File: src/rtl/vga_digit_sched.sv
// vga_digit_sched: picks one of two requesters round-robin, buffers the value,
// and commits it to the digit display only on a vsync-derived frame boundary.
// A committed value stays on screen for at least FRAME_HOLD+1 frames.
//
// Handshake: a transfer happens on a rising clk edge where valid && ready.
// Requesters hold valid and data stable until they see ready. Ready is
// combinational from the valids and the current state, and at most one ready
// is high in any cycle.
module vga_digit_sched #(
    parameter int DATA_W     = 32,
    parameter int FRAME_HOLD = 0,
    parameter int CNT_W      = 16
) (
    input  logic              clk,
    input  logic              rst,
    input  logic              vsync,
    input  logic              a_valid,
    input  logic [DATA_W-1:0] a_data,
    output logic              a_ready,
    input  logic              b_valid,
    input  logic [DATA_W-1:0] b_data,
    output logic              b_ready,
    output logic [DATA_W-1:0] digit,
    output logic              digit_src,
    output logic              commit,
    output logic              pending,
    output logic [CNT_W-1:0]  frame_cnt,
    output logic [1:0]        dbg_state
);

    localparam int HOLD_W = (FRAME_HOLD > 0) ? $clog2(FRAME_HOLD + 1) : 1;
    localparam logic [HOLD_W-1:0] HOLD_INIT = HOLD_W'(FRAME_HOLD);

    typedef enum logic [1:0] {
        ST_EMPTY  = 2'd0,
        ST_FULL   = 2'd1,
        ST_COMMIT = 2'd2
    } state_t;

    state_t              r_state;
    state_t              w_next_state;
    logic                r_s1;
    logic                r_s2;
    logic                r_s3;
    logic                w_frame_tick;
    logic [CNT_W-1:0]    r_frame_cnt;
    logic [HOLD_W-1:0]   r_hold_cnt;
    logic [DATA_W-1:0]   r_buf;
    logic                r_buf_src;
    logic                r_last_grant;   // 0 = A, 1 = B
    logic [DATA_W-1:0]   r_digit;
    logic                r_digit_src;
    logic                r_pending;
    logic                w_grant_a;
    logic                w_grant_b;
    logic                w_xfer;

    // Falling edge of the synchronised vsync marks a frame boundary.
    assign w_frame_tick = r_s3 & ~r_s2;

    // Round-robin: on a tie the requester that did not win last time goes.
    assign w_grant_a = a_valid && (!b_valid || r_last_grant);
    assign w_grant_b = b_valid && (!a_valid || !r_last_grant);
    assign w_xfer    = a_ready | b_ready;

    assign digit     = r_digit;
    assign digit_src = r_digit_src;
    assign pending   = r_pending;
    assign frame_cnt = r_frame_cnt;
    assign dbg_state = r_state;

    // Two-flop synchroniser for vsync plus one delay flop for edge detection.
    always_ff @(posedge clk or posedge rst) begin
        if (rst) begin
            r_s1 <= 1'b1;
            r_s2 <= 1'b1;
            r_s3 <= 1'b1;
        end else begin
            r_s1 <= vsync;
            r_s2 <= r_s1;
            r_s3 <= r_s2;
        end
    end

    // Count every frame boundary, wrapping silently.
    always_ff @(posedge clk or posedge rst) begin
        if (rst) begin
            r_frame_cnt <= '0;
        end else if (w_frame_tick) begin
            r_frame_cnt <= r_frame_cnt + CNT_W'(1);
        end
    end

    // Scheduler state register.
    always_ff @(posedge clk or posedge rst) begin
        if (rst) begin
            r_state <= ST_EMPTY;
        end else begin
            r_state <= w_next_state;
        end
    end

    // Next state: fill on transfer, commit on a boundary once the hold is spent.
    always_comb begin
        w_next_state = r_state;
        case (r_state)
            ST_EMPTY:  if (w_xfer) w_next_state = ST_FULL;
            ST_FULL:   if (w_frame_tick && (r_hold_cnt == '0)) w_next_state = ST_COMMIT;
            ST_COMMIT: w_next_state = ST_EMPTY;
            default:   w_next_state = ST_EMPTY;
        endcase
    end

    // Outputs decoded from state: readies only when the buffer is free.
    always_comb begin
        a_ready = 1'b0;
        b_ready = 1'b0;
        commit  = 1'b0;
        case (r_state)
            ST_EMPTY: begin
                a_ready = w_grant_a;
                b_ready = w_grant_b;
            end
            ST_COMMIT: commit = 1'b1;
            default: begin
                a_ready = 1'b0;
                b_ready = 1'b0;
            end
        endcase
    end

    // Capture the granted value and remember who won for the next tie.
    always_ff @(posedge clk or posedge rst) begin
        if (rst) begin
            r_buf        <= '0;
            r_buf_src    <= 1'b0;
            r_last_grant <= 1'b1;
        end else if (w_xfer) begin
            r_buf        <= a_ready ? a_data : b_data;
            r_buf_src    <= b_ready;
            r_last_grant <= b_ready;
        end
    end

    // Display register, pending flag and the minimum-display hold counter.
    always_ff @(posedge clk or posedge rst) begin
        if (rst) begin
            r_digit     <= '0;
            r_digit_src <= 1'b0;
            r_pending   <= 1'b0;
            r_hold_cnt  <= '0;
        end else begin
            if (r_state == ST_COMMIT) begin
                r_digit     <= r_buf;
                r_digit_src <= r_buf_src;
                r_pending   <= 1'b0;
                r_hold_cnt  <= HOLD_INIT;
            end else begin
                if (w_xfer) begin
                    r_pending <= 1'b1;
                end
                // Idle and waiting frames both count toward the hold.
                if (w_frame_tick && (r_hold_cnt != '0)) begin
                    r_hold_cnt <= r_hold_cnt - HOLD_W'(1);
                end
            end
        end
    end

endmodule

File: config.mk
export PLATFORM = sky130hd
export DESIGN_NAME = vga_digit_sched
export DESIGN_NICKNAME = d
export VERILOG_FILES = /design/src/rtl/vga_digit_sched.sv
export SDC_FILE = /design/constraint.sdc
export NUM_CORES = 1
export LEC_CHECK = 0
export ABC_AREA = 1
export ABC_CLOCK_PERIOD_IN_PS = 2500
export BUFFER_PORTS_ARGS = -buffer_cell sky130_fd_sc_hd__buf_4
export CAP_MARGIN = 20
export CORE_MARGIN = 1
export CORE_UTILIZATION = 25
export DETAILED_ROUTE_END_ITERATION = 16
export SLEW_MARGIN = 0
export SYNTH_ARGS = -nofsm -noshare
export SYNTH_HDL_FRONTEND = slang
export SYNTH_SLANG_ARGS = --single-unit
export TNS_END_PERCENT = 50
File: constraint.sdc
create_clock -name clk -period 2.5 [get_ports clk]
set_input_delay 0.125 -clock clk [delete_from_list [all_inputs] [get_ports clk]]
set_output_delay 0.125 -clock clk [all_outputs]
set_load 0.05 [all_outputs]
==> summary.md, run 1 <==
| Metric | Value |
|---|---|
| Multi-input gate area | `1350 um2` |
| IO Count | `~120` |
| Row count | `45` |
| Arr. time, crit path | `around 1.7 ns` |
| Worst Hold Class | `primary input to register` |
| Syn Nets | `541` |
| Largest cells by area after synthesis | `dfrtp_1, nand2_1, o21ai_1, inv_1, dfstp_2` |
| Cells along the critical path | `nand2_1 > nand3_4 > buf_4 > inv_1 > buf_4` |
| Gr usage total | `12.8%` |
| Post-DR wirelength/cell | `roughly 12 um` |
| Placed Cells | `between 700 and 800` |
| Die ar. | `16,300 um2` |
| Worst slew pin tran | `0.679 ns` |
| Clock Pin Slew Worst Setup and Hold Paths | `0.06 ns` |
| Yosys cell types | `23` |
| Setup CP Type | `register to output port` |
| Final ANT Viol Nets | `0` |
| Syn. warnings | `0` |
| NumNets Final | `679` |
| Max-slew violations | `0` |
| Post-CTS setup buffers | `0` |
| Hold buffer count at cts | `18` |
| Fillers | `1,638` |
| Maxcap violations | `0` |
| Total gr overflow | `0` |
| CTS sink count | `90` |
| Startpoint types | `register` |
| CP max stage delay | `0.53 ns` |
| Finished Cell Area | `5520 um2` |
| Diodes inserted | `0` |
| Seq/Total Area, Yosys | `~57%` |
| Peak supply drop | `0.440 mV` |
| DR vias/cell | `around 4` |
| Status | `complete, no violations` |
| Post-synth EDFFs | `0` |
| First-pass GRT wire length | `15.9 mm` |
| Mapped Area | `3950 um2` |
| Fin Setup TNS | `0 ns` |
| Iter 0 DRT Violations | `about 170` |
| Detailed Place HPWL | `between 6 and 7 mm` |
| Fin. Hold Viols | `0` |
| FF/Latch Area | `2260 um2` |
| CP max stage cell | `dfstp_2` |
| CTS H-tree lvls | `3` |
| CTS tree | `built` |
| Fin crit period | `1.82 ns` |
| RSZ-0062 raised after global routing | `false` |
| Required time of the critical path | `2.38 ns` |
| Critical-path maximum fanout | `35` |
| Mean Syn Cell Area | `8.38 um2` |
| Async SR Flop Fraction | `100%` |
| PortBufs | `123` |
| Num CTS Buffers | `9` |
| Fin crit share | `72.9%` |
| Skew final | `0.00863 ns` |
| Area share of the largest cell type after synthesis | `54.5%` |
| Area grow syn2layout | `39.7%` |
| GPL Wtd Cong | `0.775` |
| PD cells | `1200 nW/um2` |
| Fmax | `around 0.55 GHz` |
| Static leakage | `2.99 nW` |
| Share of layout cells above drive strength 1 | `25.2%` |
| Total wire length | `about 10 mm` |
| Die W | `128 um` |
| Synth Flop Type | `dfrtp_1` |
| Antenna violations before repair | `0` |
| Finished Layout Cells | `825` |
| Starting Density | `25.8%` |
| Post-CTS Resized | `0` |
| DRC Markers | `0` |
| Critical path buffer and inverter count | `3` |
| # setup viols final | `0` |
| Commonest cells post-synth | `nand2_1, dfrtp_1, o21ai_1` |
| Core footprint | `15,300 um2` |
| Slew margin rel. | `54.7%` |
| First drt pass iteration count | `4` |
| Crit end category | `output port` |
| Die Y | `roughly 130 um` |
| Vias | `around 3.3k` |
| Vias in the first global route | `3,096` |
| Mapped Cells | `471` |
| Synth area leader | `dfrtp_1` |
| Largest net degree at the start of global routing | `50` |
| Dpl cell area | `5060 um2` |
| Most frequent cell after synthesis | `nand2_1` |
| Synthesized flop and latch total | `90` |
| Worst skew pair latency | `between 0.3 and 0.4 ns` |
| Max clock buf depth | `2` |
| Crit path max-delay family | `buffers and inverters` |
| Root buf cell | `clkbuf_16` |
| Crit-path most repeated cell | `buf_4` |
==> worst reg2reg max path, stage by stage (launching register included) <==
cell	delay, ns
dfstp_2	0.53
nand2_1	0.08
nand3_4	0.09
nand2_1	0.07
inv_2	0.47
o21ai_0	0.18
==> logic make-up (layout without fill, tap and decap cells) <==
group / Yosys count / in the layout / synth area share [%]
AOI/OAI and AO/OA: 70 / 70 / 8.87
xor gates and xnor gates: 11 / 11 / 2.44
adders and majority gates: 1 / 1 / 0.317
buffers and inverters: 74 / 217 / 8.68
DFF: 90 / 90 / 57.2
and+or+nand+nor: 225 / 225 / 22.5
==> cells in the final DEF, fill, tap and decap left out <==
master	synthesis	final
dlygate4sd3_1	0	18
clkbuf_16	0	9
clkinv_2	0	1
inv_2	3	3
nand3_1	5	5
o21ai_1	54	54
xnor2_1	3	3
nor2_1	17	17
clkinv_4	0	1
nand2_1	195	195
o21ai_0	16	16
nor2_4	1	2
nor2_2	2	1
ha_1	1	1
clkbuf_8	0	2
clkbuf_1	1	3
nand2_2	1	1
nand4_1	1	1
inv_1	52	51
xor2_1	8	8
buf_4	2	127
dfstp_2	4	4
nand3_4	1	1
nand3_2	1	1
buf_12	0	1
inv_4	0	1
nor3_1	1	1
dfrtp_1	86	86
==> cell type report <==
type / count / area share [%]
flip-flops and latches: 90 / 40.9
multi-input cells: 307 / 24.5
repair buffers: 146 / 20.9
clock buffers: 14 / 4.79
well taps: 211 / 4.79
inverters: 55 / 3.79
clock inverters: 2 / 0.250
==> stage by stage <==
step	worst slack (ns)	utilization, %	hold slack [ns]	power [mW]
global route	0.579	36.0	0.00957	7.08
floorplan	0.0464	-	0.129	4.48
global placement	0.954	33.0	0.229	5.34
CTS	0.647	36.0	0.000294	6.71
finish	0.679	36.0	0.0137	6.61
detailed placement	0.900	33.0	0.232	5.37
==> power breakdown <==
part / switching, mW / internal (mW) / leakage [nW]
clock network: 0.551 / 0.730 / 0.137
registers: 0.358 / 2.06 / 1.11
logic: 2.02 / 0.893 / 1.74
==> registers in the layout, summed over array words and instances (netlist names), 2 cells and up <==
register / cells
dbg_state: 2
r_buf: 32
digit: 32
frame_cnt: 16
==> worst paths after layout <==
kind | from | slack, ns | cells past startpoint | to
worst min-delay path | a_data[30] | 0.01 | 3 | r_buf[30]$_DFFE_PP0P_
max in group asynchronous | rst | 1.38 | 4 | r_s2$_DFF_PP1_
min in group asynchronous | rst | 0.41 | 3 | digit[12]$_DFFE_PP0P_
worst max-delay path | r_last_grant$_DFFE_PP1P_ | 0.68 | 5 | b_ready
worst max register to register | r_last_grant$_DFFE_PP1P_ | 0.94 | 5 | dbg_state[0]$_DFFE_PP0P_
worst min register to register | r_s1$_DFF_PP1_ | 0.36 | 0 | r_s2$_DFF_PP1_
==> metal layers <==
| layer | global-route usage (%) | wire length, um | vias up |
|---|---|---|---|
| met5 | 0 | 0 | - |
| met1 | 17.1 | 4750 | 1527 |
| met3 | 3.30 | 513 | 13 |
| met4 | 5.40 | 172 | 0 |
| li1 | - | - | 1723 |
| met2 | 19.8 | 4450 | 86 |
Note: power is estimated with default switching activity, not from simulation.
==> run 2: changes to the inputs <==
ABC_CLOCK_PERIOD_IN_PS = 1650   (was 2500)
clock period = 1.65 ns   (was 2.5 ns; I/O delays follow)
==> summary.md, run 2 (synthesis results as in run 1) <==
| Metric | Value |
|---|---|
| Die ar. | `16,300 um2 (unchanged)` |
| Final ANT Viol Nets | `0 (unchanged)` |
| CTS tree | `built` |
| Required time of the critical path | `1.57 ns (-0.81 ns)` |
| Vias | `3,454 (+3.1%)` |
| Vias in the first global route | `3,244 (+4.8%)` |
| Diodes inserted | `0 (unchanged)` |
| Iter 0 DRT Violations | `130 (-22%)` |
| Peak supply drop | `0.660 mV (+50%)` |
| Critical-path maximum fanout | `22 (-37%)` |
| Multi-input gate area | `1360 um2 (+0.74%)` |
| FF/Latch Area | `2260 um2 (about the same)` |
| Startpoint types | `register` |
| Starting Density | `25.8% (unchanged)` |
| Clock Pin Slew Worst Setup and Hold Paths | `0.07 ns (about the same)` |
| DRC Markers | `0 (unchanged)` |
| Fin crit share | `96.2%` |
| Arr. time, crit path | `1.50 ns (-0.20 ns)` |
| Fmax | `0.630 GHz` |
| CTS sink count | `90 (unchanged)` |
| Fin crit period | `1.59 ns` |
| Gr usage total | `13.0% (+0.13 points)` |
| Share of layout cells above drive strength 1 | `26.3% (+1.0 points)` |
| Largest net degree at the start of global routing | `47 (-6.0%)` |
| Most common cell after layout, fill and taps aside | `nand2_1` |
| PortBufs | `123 (unchanged)` |
| Worst skew pair latency | `0.34 ns (about the same)` |
| IO Count | `124 (unchanged)` |
| Post-DR wirelength/cell | `12.4 um (+3.8%)` |
| PD cells | `1780 nW/um2 (+49%)` |
| Post-layout util | `38.3% (+2.2 points)` |
| Clk pwr share | `19.5% (about the same)` |
| DR vias/cell | `4.06 (about the same)` |
| Total gr overflow | `0 (unchanged)` |
| First drt pass iteration count | `4 (unchanged)` |
| Flop pwr share | `35.3% (-1.3 points)` |
| Dpl cell area | `5100 um2 (+0.87%)` |
| Setup slack at placement | `0.169 ns (-0.732 ns)` |
| Antenna violations before repair | `0 (unchanged)` |
| Finished Cell Area | `5860 um2 (+6.2%)` |
| CTS H-tree lvls | `3 (unchanged)` |
| # setup viols final | `0 (unchanged)` |
| Fin Setup TNS | `0 ns (unchanged)` |
| Internal power | `5.92 mW (+61%)` |
| NumNets Final | `705 (+3.8%)` |
| Die W | `128 um (unchanged)` |
| Slew margin rel. | `56.7% (+2.0 points)` |
| Die Y | `128 um (unchanged)` |
| Worst Hold Class | `primary input to register` |
| Status | `complete, no violations` |
| Setup slack after layout | `0.0633 ns (-0.615 ns)` |
| Static leakage | `3.14 nW (+5.0%)` |
| Num CTS Buffers | `9 (unchanged)` |
| Fin. Hold Viols | `0 (unchanged)` |
| Net Switching | `4.53 mW (+55%)` |
| Core footprint | `15,300 um2 (unchanged)` |
| First-pass GRT wire length | `16.1 mm (+1.1%)` |
| Comb pwr share | `45.3% (+1.2 points)` |
| Setup CP Type | `register to output port` |
| Row count | `45 (unchanged)` |
| GPL Wtd Cong | `0.778 (+0.44%)` |
| Root buf cell | `clkbuf_16` |
| Detailed Place HPWL | `7.01 mm (+6.0%)` |
| Max-slew violations | `0 (unchanged)` |
| Total wire length | `10.6 mm (+7.1%)` |
| Commonest cells after routing, fill and taps aside | `nand2_1, buf_4, dfrtp_1, o21ai_1, inv_1` |
| Max clock buf depth | `2 (unchanged)` |
| Maxcap violations | `0 (unchanged)` |
| Worst slew pin tran | `0.649 ns (-0.0300 ns)` |
| Skew final | `0.00786 ns (-0.000765 ns)` |
| Sw frac | `43.4% (-0.92 points)` |
| Fillers | `1,600 (-2.3%)` |
| Area grow syn2layout | `48.4%` |
| Crit end category | `output port` |
## run 2: power groups by stage
stage,sequential [mW],combinational (mW),clock (mW)
global route,3.81,5.13,2.19
global placement,3.72,4.46,0
CTS,3.70,4.64,2.10
floorplan,5.18,1.62,0
detailed placement,3.72,4.53,0
finish,3.69,4.73,2.04
## run 2: cell type report
| cell class | instances | share of cell area [%] |
|---|---|---|
| Sequential cell | 90 | 38.6 |
| Timing Repair Buffer | 172 | 25.1 |
| Multi-Input combinational cell | 307 | 23.3 |
| Tap cell | 211 | 4.51 |
| Clock buffer | 13 | 4.27 |
| Inverter | 55 | 3.59 |
| Clock inverter | 3 | 0.683 |
## run 2: worst paths after layout
check / start / endpoint / slack, ns / cells past startpoint
worst max-delay path: dbg_state[0]$_DFFE_PP0P_ / b_ready / 0.06 / 5
worst min-delay path: b_data[5] / r_buf[5]$_DFFE_PP0P_ / 0.1 / 5
worst max register to register: dbg_state[0]$_DFFE_PP0P_ / r_buf[29]$_DFFE_PP0P_ / 0.18 / 8
worst min register to register: r_s1$_DFF_PP1_ / r_s2$_DFF_PP1_ / 0.36 / 0
max in group asynchronous: rst / dbg_state[0]$_DFFE_PP0P_ / 0.68 / 4
min in group asynchronous: rst / r_buf[12]$_DFFE_PP0P_ / 0.39 / 4
## run 2: worst max-delay path: stages (launching register included)
cell and delay (ns):
dfrtp_2 0.45, nor2_4 0.19, nand3_4 0.12, buf_8 0.18, inv_1 0.07, buf_6 0.15
## run 2: per-stage QoR
| stage | hold WS [ns] | cells | power, mW |
|---|---|---|---|
| 4_1_cts | 0.0836 | 845 | 10.4 |
| 6_report | 0.0960 | 851 | 10.5 |
| 5_1_grt | 0.109 | 851 | 11.1 |
| 3_5_place_dp | 0.176 | 795 | 8.25 |
| 2_1_floorplan | 0.0870 | 471 | 6.79 |
| 3_3_place_gp | 0.175 | 795 | 8.18 |
## run 2: layer usage
metal	routed length, um	up-vias	global-route usage, %	part of all wire [%]
li1	-	1774	-	-
met1	4780	1578	15.9	45
met2	5090	89	21.3	48
met3	561	13	3.92	5.3
met4	164	0	5.05	1.5
met5	0	-	0	0
## run 2: timing repair
item / CTS / global route
gates resized for setup: 8 / 5
pin swaps: 1 / 3
hold endpoints to repair: 119 / 0
cloned: 0 / 2
setup endpoints to repair: 3 / 3
buffers inserted: 0 / 4
hold buffers: 34 / 0
==> run 3: changes to the inputs <==
RECOVER_POWER = 100   (was default)
==> summary.md, run 3 (synthesis results as in run 1) <==
| Metric | Value |
|---|---|
| Status | `complete, no violations` |
| Row count | `45 (unchanged)` |
| Fillers | `1,664 (+4.0%)` |
| Post-layout util | `36.8% (-1.5 points)` |
| Required time of the critical path | `1.57 ns (about the same)` |
| Starting Density | `25.8% (unchanged)` |
| # setup viols final | `0 (unchanged)` |
| Final ANT Viol Nets | `0 (unchanged)` |
| Crit end category | `output port` |
| Fin. Hold Viols | `0 (unchanged)` |
| Fin crit share | `96.0% (-0.17 points)` |
| Largest net degree at the start of global routing | `47 (unchanged)` |
| Die Y | `128 um (unchanged)` |
| Fmax | `0.631 GHz (+0.18%)` |
| Root buf cell | `clkbuf_16` |
| Peak supply drop | `0.598 mV (-9.3%)` |
| DRC Markers | `0 (unchanged)` |
| RR Startpoint | `dbg_state[0]$_DFFE_PP0P_` |
| Skew final | `0.00825 ns (+0.000384 ns)` |
| Num CTS Buffers | `9 (unchanged)` |
| Detailed Place HPWL | `7.01 mm (unchanged)` |
| Max-slew violations | `0 (unchanged)` |
| Startpoint types | `register` |
| Total gr overflow | `0 (unchanged)` |
| Arr. time, crit path | `1.50 ns (about the same)` |
| Slew margin rel. | `31.8% (-25 points)` |
| Clock Pin Slew Worst Setup and Hold Paths | `0.07 ns (about the same)` |
| Static leakage | `2.92 nW (-6.9%)` |
| NumNets Final | `705 (unchanged)` |
| Area grow syn2layout | `42.7%` |
| CTS tree | `built` |
| Worst slew pin tran | `1.02 ns (+0.375 ns)` |
| Critical-path maximum fanout | `22 (unchanged)` |
| Reg-to-reg slack, setup | `0.11 ns (-0.07 ns)` |
| PD cells | `1780 nW/um2 (-0.33%)` |
| Reg2Reg Depth | `8 (unchanged)` |
| Die W | `128 um (unchanged)` |
| Maxcap violations | `0 (unchanged)` |
| First-pass GRT wire length | `16.1 mm (unchanged)` |
| Finished Layout Cells | `851 (unchanged)` |
| Vias in the first global route | `3,244 (unchanged)` |
| Worst Hold Class | `primary input to register` |
| CTS H-tree lvls | `3 (unchanged)` |
| Hold path depth | `5 (unchanged)` |
| Most common cell after layout, fill and taps aside | `nand2_1` |
| Antenna violations before repair | `0 (unchanged)` |
| CTS sink count | `90 (unchanged)` |
| Setup slack after layout | `0.0661 ns (+0.00282 ns)` |
| Setup CP Type | `register to output port` |
| PortBufs | `123 (unchanged)` |
| Gr usage total | `13.0% (unchanged)` |
| DR vias/cell | `4.07 (+0.17%)` |
| First drt pass iteration count | `4 (unchanged)` |
| Total power | `10.0 mW (-4.1%)` |
| Worst skew pair latency | `0.34 ns (about the same)` |
| Die ar. | `16,300 um2 (unchanged)` |
| R2r endpoint | `r_buf[29]$_DFFE_PP0P_` |
| Max clock buf depth | `2 (unchanged)` |
| Vias | `3,460 (+0.17%)` |
| HP Start | `b_data[25]` |
| Commonest cells after routing, fill and taps aside | `nand2_1, dfrtp_1, buf_4, clkbuf_1, o21ai_1` |
| Diodes inserted | `0 (unchanged)` |
| Total wire length | `10.6 mm (+0.29%)` |
| WHS Endpoint | `r_buf[25]$_DFFE_PP0P_` |
| Fin Setup TNS | `0 ns (unchanged)` |
| Share of layout cells above drive strength 1 | `17.8% (-8.4 points)` |
| Post-DR wirelength/cell | `12.5 um (+0.29%)` |
| IO Count | `124 (unchanged)` |
| Iter 0 DRT Violations | `146 (+12%)` |
| Core footprint | `15,300 um2 (unchanged)` |
| Setup slack at placement | `0.169 ns (unchanged)` |
| Fin crit period | `1.58 ns (-0.00282 ns)` |
| GPL Wtd Cong | `0.778 (unchanged)` |
| Placed Cells | `795 (unchanged)` |
==> run 3: cell count changes in the layout (fill, tap and decap cells not counted), sizes merged <==
cell / delta
clkbuf: +53
buf: -53
==> run 3: per-layer routing <==
metal	vias up	wire [um]	track usage [%]
met4	0	155	5.05
met3	12	529	3.92
met1	1585	4860	15.9
met5	-	0	0
met2	87	5080	21.3
li1	1776	-	-
==> run 3: per-stage QoR <==
step,cell area (um2),hold WS (ns)
6_report,5640,0.0969
5_1_grt,5640,0.109
4_1_cts,5760,0.0836
3_5_place_dp,5100,0.176
3_3_place_gp,5100,0.175
2_1_floorplan,3950,0.0870
==> run 3: how the worst max path moves through the flow <==
| stage | start | to | cells past startpoint |
|---|---|---|---|
| floorplan | dbg_state[0]$_DFFE_PP0P_ | r_buf_src$_DFFE_PP0P_ | 5 |
| global placement | r_s3$_DFF_PP1_ | frame_cnt[15]$_DFFE_PP0N_ | 5 |
| detailed placement | r_s3$_DFF_PP1_ | frame_cnt[15]$_DFFE_PP0N_ | 5 |
| CTS | dbg_state[1]$_DFFE_PP0P_ | a_ready | 5 |
| global route | dbg_state[0]$_DFFE_PP0P_ | b_ready | 5 |
| finish | dbg_state[0]$_DFFE_PP0P_ | b_ready | 5 |
==> run 3: area by class of cell <==
class | count | area [um2] | area share, %
clock inverters | 3 | 40.0 | 0.710
repair buffers | 172 | 1250 | 22.2
multi-input cells | 307 | 1360 | 24.2
well taps | 211 | 264 | 4.68
inverters | 55 | 210 | 3.73
clock buffers | 13 | 250 | 4.44
flip-flops and latches | 90 | 2260 | 40.1
==> run 3: power by group <==
| part | internal (mW) | total [mW] | switching (mW) |
|---|---|---|---|
| registers | 3.12 | 3.67 | 0.551 |
| clock network | 1.21 | 2.04 | 0.824 |
| logic | 1.16 | 4.31 | 3.15 |
==> run 3: worst max-delay path, cell delays in order, from the launching register on <==
cell and delay [ns]:
dfrtp_2 0.45, nor2_4 0.19, nand3_4 0.12, buf_8 0.18
inv_1 0.07, buf_6 0.15
==> run 3: repair_timing <==
item                                    4_1_cts  5_1_grt
endpoints found under the hold margin       119        0
pin swaps                                     1        3
endpoints found under the setup margin        3        3
cloned                                        0        2
gates resized for setup                       8        5
hold buffers                                 34        0
buffers inserted                              0        4
